## src/rtl/ascon_ctrl_fsm.sv

```systemverilog
`timescale 1ns/1ps
`default_nettype none
// ============================================================================
// Module      : ascon_ctrl_fsm
// Description : Sequencing controller for an Ascon AEAD datapath. Walks a
//               message through initialisation, associated-data blocks,
//               plaintext blocks, finalisation and tag output, and drives
//               the round index, enables and bypass-XOR selects.
//               Optional feature macro: ASCON_CYCLE_CNT_EN adds cycle_cnt_o,
//               a saturating count of busy cycles for the current message.
// Revision    : 1.0 - initial release
// ============================================================================
module ascon_ctrl_fsm #(
    parameter int ROUNDS_A = 12,
    parameter int ROUNDS_B = 6
) (
    input  logic         clock_i,
    input  logic         reset_i,
    input  logic         start_i,
    input  logic         ad_present_i,
    input  logic         block_valid_i,
    input  logic         block_last_i,
    input  logic [127:0] block_i,
    output logic         block_ready_o,
    output logic [127:0] data_o,
    output logic         input_mode_o,
    output logic [3:0]   round_o,
    output logic         enable_o,
    output logic [1:0]   bypass_xor_begin_o,
    output logic [1:0]   bypass_xor_end_o,
    output logic         cipher_valid_o,
    output logic         tag_valid_o,
`ifdef ASCON_CYCLE_CNT_EN
    output logic [15:0]  cycle_cnt_o,
`endif
    output logic         busy_o
);

    typedef enum logic [2:0] {
        S_IDLE    = 3'd0,
        S_INIT    = 3'd1,
        S_WAIT_AD = 3'd2,
        S_AD      = 3'd3,
        S_WAIT_PT = 3'd4,
        S_PT      = 3'd5,
        S_FINAL   = 3'd6,
        S_DONE    = 3'd7
    } state_t;

    // Round index of the first round and counter value of the last round
    localparam logic [3:0] c_base_a = 4'(12 - ROUNDS_A);
    localparam logic [3:0] c_base_b = 4'(12 - ROUNDS_B);
    localparam logic [3:0] c_end_a  = 4'(ROUNDS_A - 1);
    localparam logic [3:0] c_end_b  = 4'(ROUNDS_B - 1);

    state_t         r_state;
    state_t         w_state_next;
    logic [3:0]     r_cnt;
    logic [3:0]     w_cnt_next;
    logic           r_ad_present;
    logic           r_last;
    logic [127:0]   r_data;
    logic           w_perm;
    logic           w_hs;

    assign data_o = r_data;
    assign w_hs   = block_ready_o & block_valid_i;

    // State, round counter, latched flags and captured block
    always_ff @(posedge clock_i) begin
        if (reset_i) begin
            r_state      <= S_IDLE;
            r_cnt        <= 4'd0;
            r_ad_present <= 1'b0;
            r_last       <= 1'b0;
            r_data       <= 128'd0;
        end else begin
            r_state <= w_state_next;
            r_cnt   <= w_cnt_next;
            if (r_state == S_IDLE && start_i) begin
                r_ad_present <= ad_present_i;
            end
            if (w_hs) begin
                r_data <= block_i;
                r_last <= block_last_i;
            end
        end
    end

    // Next state and outputs; outputs decode registered state only
    always_comb begin
        w_state_next       = r_state;
        w_perm             = 1'b0;
        block_ready_o      = 1'b0;
        input_mode_o       = 1'b0;
        round_o            = 4'd0;
        enable_o           = 1'b0;
        bypass_xor_begin_o = 2'b00;
        bypass_xor_end_o   = 2'b00;
        cipher_valid_o     = 1'b0;
        tag_valid_o        = 1'b0;
        busy_o             = (r_state != S_IDLE);

        case (r_state)
            S_IDLE: begin
                if (start_i) begin
                    w_state_next = S_INIT;
                end
            end
            S_INIT: begin
                w_perm       = 1'b1;
                enable_o     = 1'b1;
                round_o      = c_base_a + r_cnt;
                input_mode_o = (r_cnt == 4'd0);
                if (r_cnt == c_end_a) begin
                    bypass_xor_end_o = r_ad_present ? 2'b01 : 2'b11;
                    w_state_next     = r_ad_present ? S_WAIT_AD : S_WAIT_PT;
                end
            end
            S_WAIT_AD: begin
                block_ready_o = 1'b1;
                if (block_valid_i) begin
                    w_state_next = S_AD;
                end
            end
            S_AD: begin
                w_perm   = 1'b1;
                enable_o = 1'b1;
                round_o  = c_base_b + r_cnt;
                if (r_cnt == 4'd0) begin
                    bypass_xor_begin_o = 2'b01;
                end
                if (r_cnt == c_end_b) begin
                    bypass_xor_end_o = r_last ? 2'b10 : 2'b00;
                    w_state_next     = r_last ? S_WAIT_PT : S_WAIT_AD;
                end
            end
            S_WAIT_PT: begin
                block_ready_o = 1'b1;
                if (block_valid_i) begin
                    w_state_next = block_last_i ? S_FINAL : S_PT;
                end
            end
            S_PT: begin
                w_perm         = 1'b1;
                enable_o       = 1'b1;
                round_o        = c_base_b + r_cnt;
                cipher_valid_o = (r_cnt == 4'd0);
                if (r_cnt == c_end_b) begin
                    w_state_next = S_WAIT_PT;
                end
            end
            S_FINAL: begin
                w_perm   = 1'b1;
                enable_o = 1'b1;
                round_o  = c_base_a + r_cnt;
                if (r_cnt == 4'd0) begin
                    bypass_xor_begin_o = 2'b11;
                    cipher_valid_o     = 1'b1;
                end
                if (r_cnt == c_end_a) begin
                    bypass_xor_end_o = 2'b01;
                    w_state_next     = S_DONE;
                end
            end
            S_DONE: begin
                tag_valid_o  = 1'b1;
                w_state_next = S_IDLE;
            end
            default: begin
                w_state_next = S_IDLE;
            end
        endcase

        // Counter restarts on every state entry and advances only in permutations
        if (w_state_next != r_state) begin
            w_cnt_next = 4'd0;
        end else if (w_perm) begin
            w_cnt_next = r_cnt + 4'd1;
        end else begin
            w_cnt_next = r_cnt;
        end
    end

`ifdef ASCON_CYCLE_CNT_EN
    logic [15:0] r_cycle_cnt;

    assign cycle_cnt_o = r_cycle_cnt;

    // Busy-cycle counter: cleared on accepted start, saturates, holds in IDLE
    always_ff @(posedge clock_i) begin
        if (reset_i) begin
            r_cycle_cnt <= 16'd0;
        end else if (r_state == S_IDLE && start_i) begin
            r_cycle_cnt <= 16'd0;
        end else if (busy_o && r_cycle_cnt != 16'hFFFF) begin
            r_cycle_cnt <= r_cycle_cnt + 16'd1;
        end
    end
`endif

endmodule
`default_nettype wire

```

## config.mk

```make
export PLATFORM = sky130hd
export DESIGN_NAME = ascon_ctrl_fsm
export DESIGN_NICKNAME = d
export VERILOG_FILES = /design/src/rtl/ascon_ctrl_fsm.sv
export SDC_FILE = /design/constraint.sdc
export NUM_CORES = 1
export LEC_CHECK = 0
export CAP_MARGIN = 20
export CORE_ASPECT_RATIO = 0.6
export CORE_MARGIN = 4
export CORE_UTILIZATION = 36
export CTS_CLUSTER_SIZE = 8
export DETAILED_ROUTE_END_ITERATION = 8
export GPL_TIMING_DRIVEN = 0
export PLACE_DENSITY = 0.84
export SYNTH_ARGS = -nofsm -noshare
export SYNTH_HDL_FRONTEND = slang
export SYNTH_SLANG_ARGS = --single-unit
```

## constraint.sdc

```tcl
create_clock -name clock_i -period 4.8 [get_ports clock_i]
set_input_delay 0.48 -clock clock_i [delete_from_list [all_inputs] [get_ports clock_i]]
set_output_delay 0.48 -clock clock_i [all_outputs]
set_load 0.02 [all_outputs]
```

==> flow_metrics.py, run 1 <==
metrics = {
    "floorplanning": {
        "fp-row-count": 33,
        "die_w_um": 164,
        "die-area_um2": 16700,
        "floorplan.initialDensity_pct": 37.7,
        "ios": 276,
        "die_h_um": 102,
        "design.core.area_um2": 14000,
    },
    "placement": {
        "dp_hpwl_um": 14300,
        "placed_cells": 1132,
        "portBuffers": 274,
        "gp_congestion": 0.935,
    },
    "timing": {
        "hold_ws_ns": 0.452,
        "finalCritPeriodShare_pct": 60.8,
        "slew_headroom_pct": 58.0,
        "period_needed_ns": 2.92,
        "worstMarginPinSlew_ns": 0.631,
        "setup_viol": 0,
        "fin_tns_setup_ns": 0,
        "hold_viol": 0,
        "max_freq_mhz": 342,
        "slew_viol_final": 0,
        "grt_setup_unrepaired": "false",
        "finClkSkew_ns": 0.0137,
    },
    "global_routing": {
        "grt_pass1_wl_um": 27700,
        "antenna_found_initial": 0,
        "grt_pass1_vias": 5288,
        "grt_overflow_total": 0,
        "grt_max_degree": 17,
        "grt.total_usage_pct": 21.2,
    },
    "cts": {
        "post_cts_resized": 0,
        "root_buffer": "clkbuf_16",
        "htree_levels": 4,
        "cts_hold_buf": 0,
        "cts_tree": "done",
        "cts_sinks": 137,
        "postCtsSetupBuffers": 0,
        "clk_latency_ns": 0.40,
        "path_clk_slew_ns": 0.06,
        "numCtsBuffers": 17,
        "clock_path_buffers": 2,
    },
    "detailed_routing": {
        "drt_pass1_iterations": 5,
        "wl_per_cell_um": 16.0,
        "ant_nets": 0,
        "drc": 0,
        "num_vias": 5545,
        "via_per_inst": 4.76,
        "drt-initial-drc-count": 424,
        "routed_wl_um": 18600,
    },
    "final_layout": {
        "drive_above_1_share_pct": 5.86,
        "num-nets-final": 1098,
        "seq_area_um2": 2740,
        "fillers": 1226,
        "multi_input_area_um2": 2200,
        "stdcell_count": 1164,
        "area_delta_synth_final_pct": 68.2,
        "antenna_cells": 0,
    },
    "power": {
        "p_leak_nw": 3.02,
        "powerDensity_nw_per_um2": 300,
        "vdd_ir_drop_max_mv": 0.200,
    },
    "status": {
        "outcome": "finished, final reports clean",
    },
    "flow_run": {
        "maxCapViolations": 0,
    },
    "min_path": {
        "hold_class": "flip-flop to flip-flop",
        "holdPathEnd": "data_o[20]$_SDFFE_PP0P_",
        "min_path_cells": 2,
        "hp-start": "data_o[20]$_SDFFE_PP0P_",
    },
    "worst_setup_path": {
        "cp-start-kind": "flip-flop",
        "path_class": "flip-flop to output port",
        "r2r_start": "r_cnt[0]$_SDFFE_PP0P_",
        "r2r.worst_path.cells": 5,
        "end_kind": "output port",
        "arrival_ns": 2.44,
        "required_ns": 4.32,
        "r2r-end": "r_cnt[2]$_SDFFE_PP0P_",
        "crit_fanout": 8,
        "r2r_slack_ns": 2.87,
    },
    "yosys": {
        "synth.cell_area_um2": 5260,
        "synth_common_cells": "nand2_1, dfxtp_1, a21oi_1",
        "synthTopCellsByArea": "dfxtp_1, nand2_1, a21oi_1",
        "synth_top_area_share_pct": 52.2,
        "synth_edf_count": 0,
        "ys_seq_area_share_pct": 52.2,
        "yosysWarningCount": 0,
        "synth-async-reset-ratio_pct": 0,
        "yosys.cell_count.top_type": "nand2_1",
        "postSynthAreaPerCell_um2": 7.90,
        "syn-num-nets": 805,
        "yosysTopAreaCell": "dfxtp_1",
        "synth_flop_cell": "dfxtp_1",
        "ys_types": 44,
        "postSynthCellCount": 666,
        "synth-seq-cells": 137,
    },
}
cell usage in the layout, fill, tap and decap left out, types with 2 or more instances in the layout:
cell             count
a21oi_1            134
a31oi_1              3
and3b_1              3
buf_2                8
buf_4                3
buf_6               11
bufinv_16            3
clkbuf_1            30
clkbuf_16           17
clkdlybuf4s50_1    274
clkinv_4             2
clkinvlp_4           3
dfxtp_1            137
ha_1                 5
inv_1                6
inv_6                4
mux2i_1              2
nand2_1            266
nand3_1              4
nand3b_1             2
nor2_1              15
nor2b_1              2
nor3_1               6
nor4bb_1             2
o211ai_1             2
o21ai_0              2
o22ai_1              2
xor2_1               2
report_power, final:
part / switching [W] / internal, W
Combinational: 0.0000625 / 0.000111
Clock: 0.000509 / 0.000827
Sequential: 0.00000191 / 0.00114
through the flow:
step	power (W)	setup slack [ns]	utilization (%)	instance area (µm²)
floorplan	0.00121	2.86	-	5260
global placement	0.00134	2.32	59.1	8240
detailed placement	0.00134	2.33	59.1	8240
CTS	0.00268	1.89	63.4	8840
global route	0.00275	1.72	63.4	8840
finish	0.00265	1.88	63.4	8840
area by class of cell:
cell class | instances | share of cell area, %
Buffer | 50 | 3.30
Clock buffer | 20 | 4.94
Clock inverter | 12 | 1.87
Inverter | 7 | 0.297
Multi-Input combinational cell | 472 | 24.9
Sequential cell | 137 | 31.0
Tap cell | 192 | 2.72
Timing Repair Buffer | 274 | 31.0
cells by family (layout without fill, tap and decap cells):
logic type / after synthesis / in the layout / synth area share (%)
AOI/OAI and AO/OA: 153 / 153 / 15.7
xor gates and xnor gates: 4 / 4 / 0.809
adders and majority gates: 6 / 6 / 1.38
buffers and inverters: 57 / 363 / 6.04
DFF: 137 / 137 / 52.2
muxes: 3 / 3 / 0.595
and+or+nand+nor: 306 / 306 / 23.4
worst max-delay path: stages, from the launching register on:
cell	delay, ns
dfxtp_1	0.39
inv_1	0.14
ha_1	0.15
inv_1	0.05
maj3_1	0.35
a21oi_1	0.16
a32o_1	0.17
clkdlybuf4s50_1	0.63
registers in the layout, summed over array words and instances, names as in the netlist:
| name | cells |
|---|---|
| r_cnt | 4 |
| r_last | 1 |
| data_o | 128 |
| r_state | 3 |
| r_ad_present | 1 |
worst max-delay path by stage:
stage	from	end	slack, ns	depth (start not counted)
after floorplan	r_state[1]$_SDFF_PP0_	cipher_valid_o	2.86	5
after global placement	r_state[1]$_SDFF_PP0_	round_o[3]	2.32	6
after detailed placement	r_state[1]$_SDFF_PP0_	round_o[3]	2.33	6
after CTS	r_state[1]$_SDFF_PP0_	round_o[3]	1.89	6
after global routing	r_state[1]$_SDFF_PP0_	round_o[0]	1.72	5
final	r_cnt[2]$_SDFFE_PP0P_	round_o[3]	1.88	7
metal layers:
layer,vias up,track usage (%),wire length (µm)
met5,-,0,0
li1,2758,-,-
met3,2,8.87,1940
met4,0,4.51,42
met1,2585,26.6,7970
met2,200,34.7,8620
(Power assumes the default switching activity.)
==> run 2: changes to the inputs <==
- clock period: 4.8 -> 2.9 ns (I/O delays scaled with it)
==> results of run 2 <==
Same layout as run 1 (identical final DEF). Status: finished, final reports clean.
Main changes from that run: setup slack after placement 2.33 ns -> 0.620 ns; setup slack after layout 1.88 ns -> 0.170 ns; hold slack 0.452 ns -> 0.434 ns; register-to-register setup slack 2.87 ns -> 0.97 ns; end point of the worst hold path data_o[20]$_SDFFE_PP0P_ -> data_o[25]$_SDFFE_PP0P_; total power 0.00265 W -> 0.00439 W; worst IR drop on VDD 0.200 mV -> 0.331 mV
==> run 3: changes to the inputs <==
- PLACE_DENSITY: 0.84 -> 0.87
- SKIP_LAST_GASP: unset -> 1
- clock period: 2.9 -> 2.4 ns (I/O delays scaled with it)
==> run 3 against run 2 <==
Net effect:
- first-iteration DRC count down 13%
- sequential share of layout area about the same
- combinational power up 22%
- largest power group unchanged
- largest cell class unchanged
- routed wire length up 3.7%
- critical path depth down 1
==> flow_metrics.py, run 3 (synthesis gave the netlist of run 1 again) <==
metrics = {
    "final_layout": {
        "num-nets-final": 1098,
        "seq_area_um2": 2740,
        "fillers": 1213,
        "final_cell_mix": "nand2_1, clkdlybuf4s50_1, dfxtp_1",
        "drive_above_1_share_pct": 6.28,
        "final_common_cell": "nand2_1",
        "largest_reg_flops": 128,
        "multi_input_area_um2": 2200,
        "area_delta_synth_final_pct": 68.2,
        "antenna_cells": 0,
        "final_cell_area_um2": 8840,
    },
    "power": {
        "p_comb_share_pct": 6.6,
        "p_leak_nw": 3.07,
        "internal_power_w": 0.00415,
        "vdd_ir_drop_max_mv": 0.391,
        "p_sw_share_pct": 22.0,
        "seq_power_share_pct": 42.9,
        "powerDensity_nw_per_um2": 602,
        "switching_power_w": 0.00117,
        "p_clk_share_pct": 50.6,
    },
    "worst_setup_path": {
        "crit_fanout": 10,
        "cpPeakStageDelay_ns": 0.42,
        "path_class": "flip-flop to output port",
        "required_ns": 2.16,
        "arrival_ns": 2.07,
        "r2r-end": "data_o[104]$_SDFFE_PP0P_",
        "cp-start-kind": "flip-flop",
        "end_kind": "output port",
        "critical_path.cell_chain": "clkbuf_4, buf_2, nor2b_2, nor2b_1, nor3_1, clkdlybuf4s15_1",
        "slowest_stage": "dfxtp_1",
        "r2r.worst_path.cells": 7,
        "r2r_start": "r_state[0]$_SDFF_PP0_",
        "r2r_slack_ns": 0.48,
    },
    "flow_run": {
        "maxCapViolations": 0,
    },
    "timing": {
        "finClkSkew_ns": 0.00733,
        "period_needed_ns": 2.31,
        "fin_tns_setup_ns": 0,
        "slew_viol_final": 0,
        "grt_setup_unrepaired": "true",
        "worstMarginPinSlew_ns": 0.780,
        "max_freq_mhz": 433,
        "slew_headroom_pct": 48.0,
        "finalCritPeriodShare_pct": 96.1,
        "hold_viol": 0,
        "setup_viol": 0,
        "setup_slack_ns": 0.0925,
    },
    "min_path": {
        "holdPathEnd": "data_o[126]$_SDFFE_PP0P_",
        "hp-start": "block_i[126]",
        "min_path_cells": 3,
        "hold_class": "input pin to flip-flop",
    },
    "cts": {
        "clock_path_buffers": 2,
        "cts_hold_buf": 0,
        "clk_latency_ns": 0.40,
        "cts_sinks": 137,
        "path_clk_slew_ns": 0.06,
        "numCtsBuffers": 17,
        "root_buffer": "clkbuf_16",
        "htree_levels": 4,
        "cts_tree": "done",
    },
    "floorplanning": {
        "die_h_um": 102,
        "floorplan.initialDensity_pct": 37.7,
        "design.core.area_um2": 14000,
        "die-area_um2": 16700,
        "fp-row-count": 33,
        "ios": 276,
        "die_w_um": 164,
    },
    "detailed_routing": {
        "wl_per_cell_um": 16.5,
        "num_vias": 5654,
        "drc": 0,
        "drt_pass1_iterations": 5,
        "drt-initial-drc-count": 371,
        "routed_wl_um": 19300,
        "ant_nets": 0,
        "via_per_inst": 4.86,
    },
    "status": {
        "outcome": "finished, final reports clean",
    },
    "global_routing": {
        "antenna_found_initial": 0,
        "grt_max_degree": 17,
        "grt.total_usage_pct": 22.0,
        "grt_overflow_total": 0,
        "grt_pass1_wl_um": 28800,
        "grt_pass1_vias": 5530,
    },
    "placement": {
        "dp_hpwl_um": 14900,
        "gp_congestion": 0.924,
        "portBuffers": 274,
        "placed_cell_area_um2": 8240,
        "post-place-ws_ns": 0.184,
    },
}
run 3: cell types whose count changed in the layout (fill, tap and decap cells not counted), moves of 2 or more:
cell,before,now
dlygate4sd2_1,0,6
clkdlybuf4s50_1,274,265
clkbuf_4,0,2
buf_2,8,6
run 3: routing by layer:
layer | GRT usage [%] | vias up | part of all wire, %
met5 | 0 | - | 0
met4 | 5.15 | 0 | 0.60
met2 | 37.1 | 227 | 47
met1 | 27.0 | 2647 | 42
li1 | - | 2768 | -
met3 | 8.21 | 12 | 9.7
run 3: worst max-delay path by stage:
stage	startpoint	end	slack (ns)	cells after the start
finish	r_state[1]$_SDFF_PP0_	cipher_valid_o	0.09	6
global route	r_state[1]$_SDFF_PP0_	cipher_valid_o	-0.03	6
CTS	r_state[1]$_SDFF_PP0_	cipher_valid_o	0.007	6
detailed placement	r_state[1]$_SDFF_PP0_	cipher_valid_o	0.18	6
global placement	r_state[1]$_SDFF_PP0_	cipher_valid_o	0.17	6
floorplan	r_state[1]$_SDFF_PP0_	cipher_valid_o	0.70	5
run 3: worst max-delay path, delay by kind of cell (launching register included):
family | cells | cell delay, ns
simple gates | 3 | 0.44
flops | 1 | 0.42
buf+inv | 3 | 0.80
run 3: layout make-up:
cell class	count	share of cell area (%)
plain buffers	50	3.40
multi-input cells	472	24.9
flip-flops and latches	137	31.0
clock inverters	13	1.91
clock buffers	19	4.89
inverters	7	0.297
repair buffers	274	30.9
well taps	192	2.72
run 3: power groups by stage:
stage,sequential (W),combinational (W),clock (W)
6_report,0.00228,0.000349,0.00269
5_1_grt,0.00228,0.000370,0.00284
4_1_cts,0.00228,0.000348,0.00274
3_5_place_dp,0.00233,0.000346,0
3_3_place_gp,0.00233,0.000343,0
2_1_floorplan,0.00233,0.0000840,0
run 3: stage by stage:
| stage | hold slack [ns] | total power, W | util, % | instances |
|---|---|---|---|---|
| floorplan | 0.376 | 0.00241 | - | 666 |
| global placement | 0.440 | 0.00267 | 59.1 | 1132 |
| detailed placement | 0.445 | 0.00268 | 59.1 | 1132 |
| CTS | 0.360 | 0.00537 | 63.3 | 1164 |
| global route | 0.371 | 0.00549 | 63.4 | 1164 |
| finish | 0.382 | 0.00532 | 63.4 | 1164 |
run 3: repair_timing:
action	4_1_cts	5_1_grt
gates resized for setup	11	7
buffers inserted	0	0
setup endpoints to repair	9	3
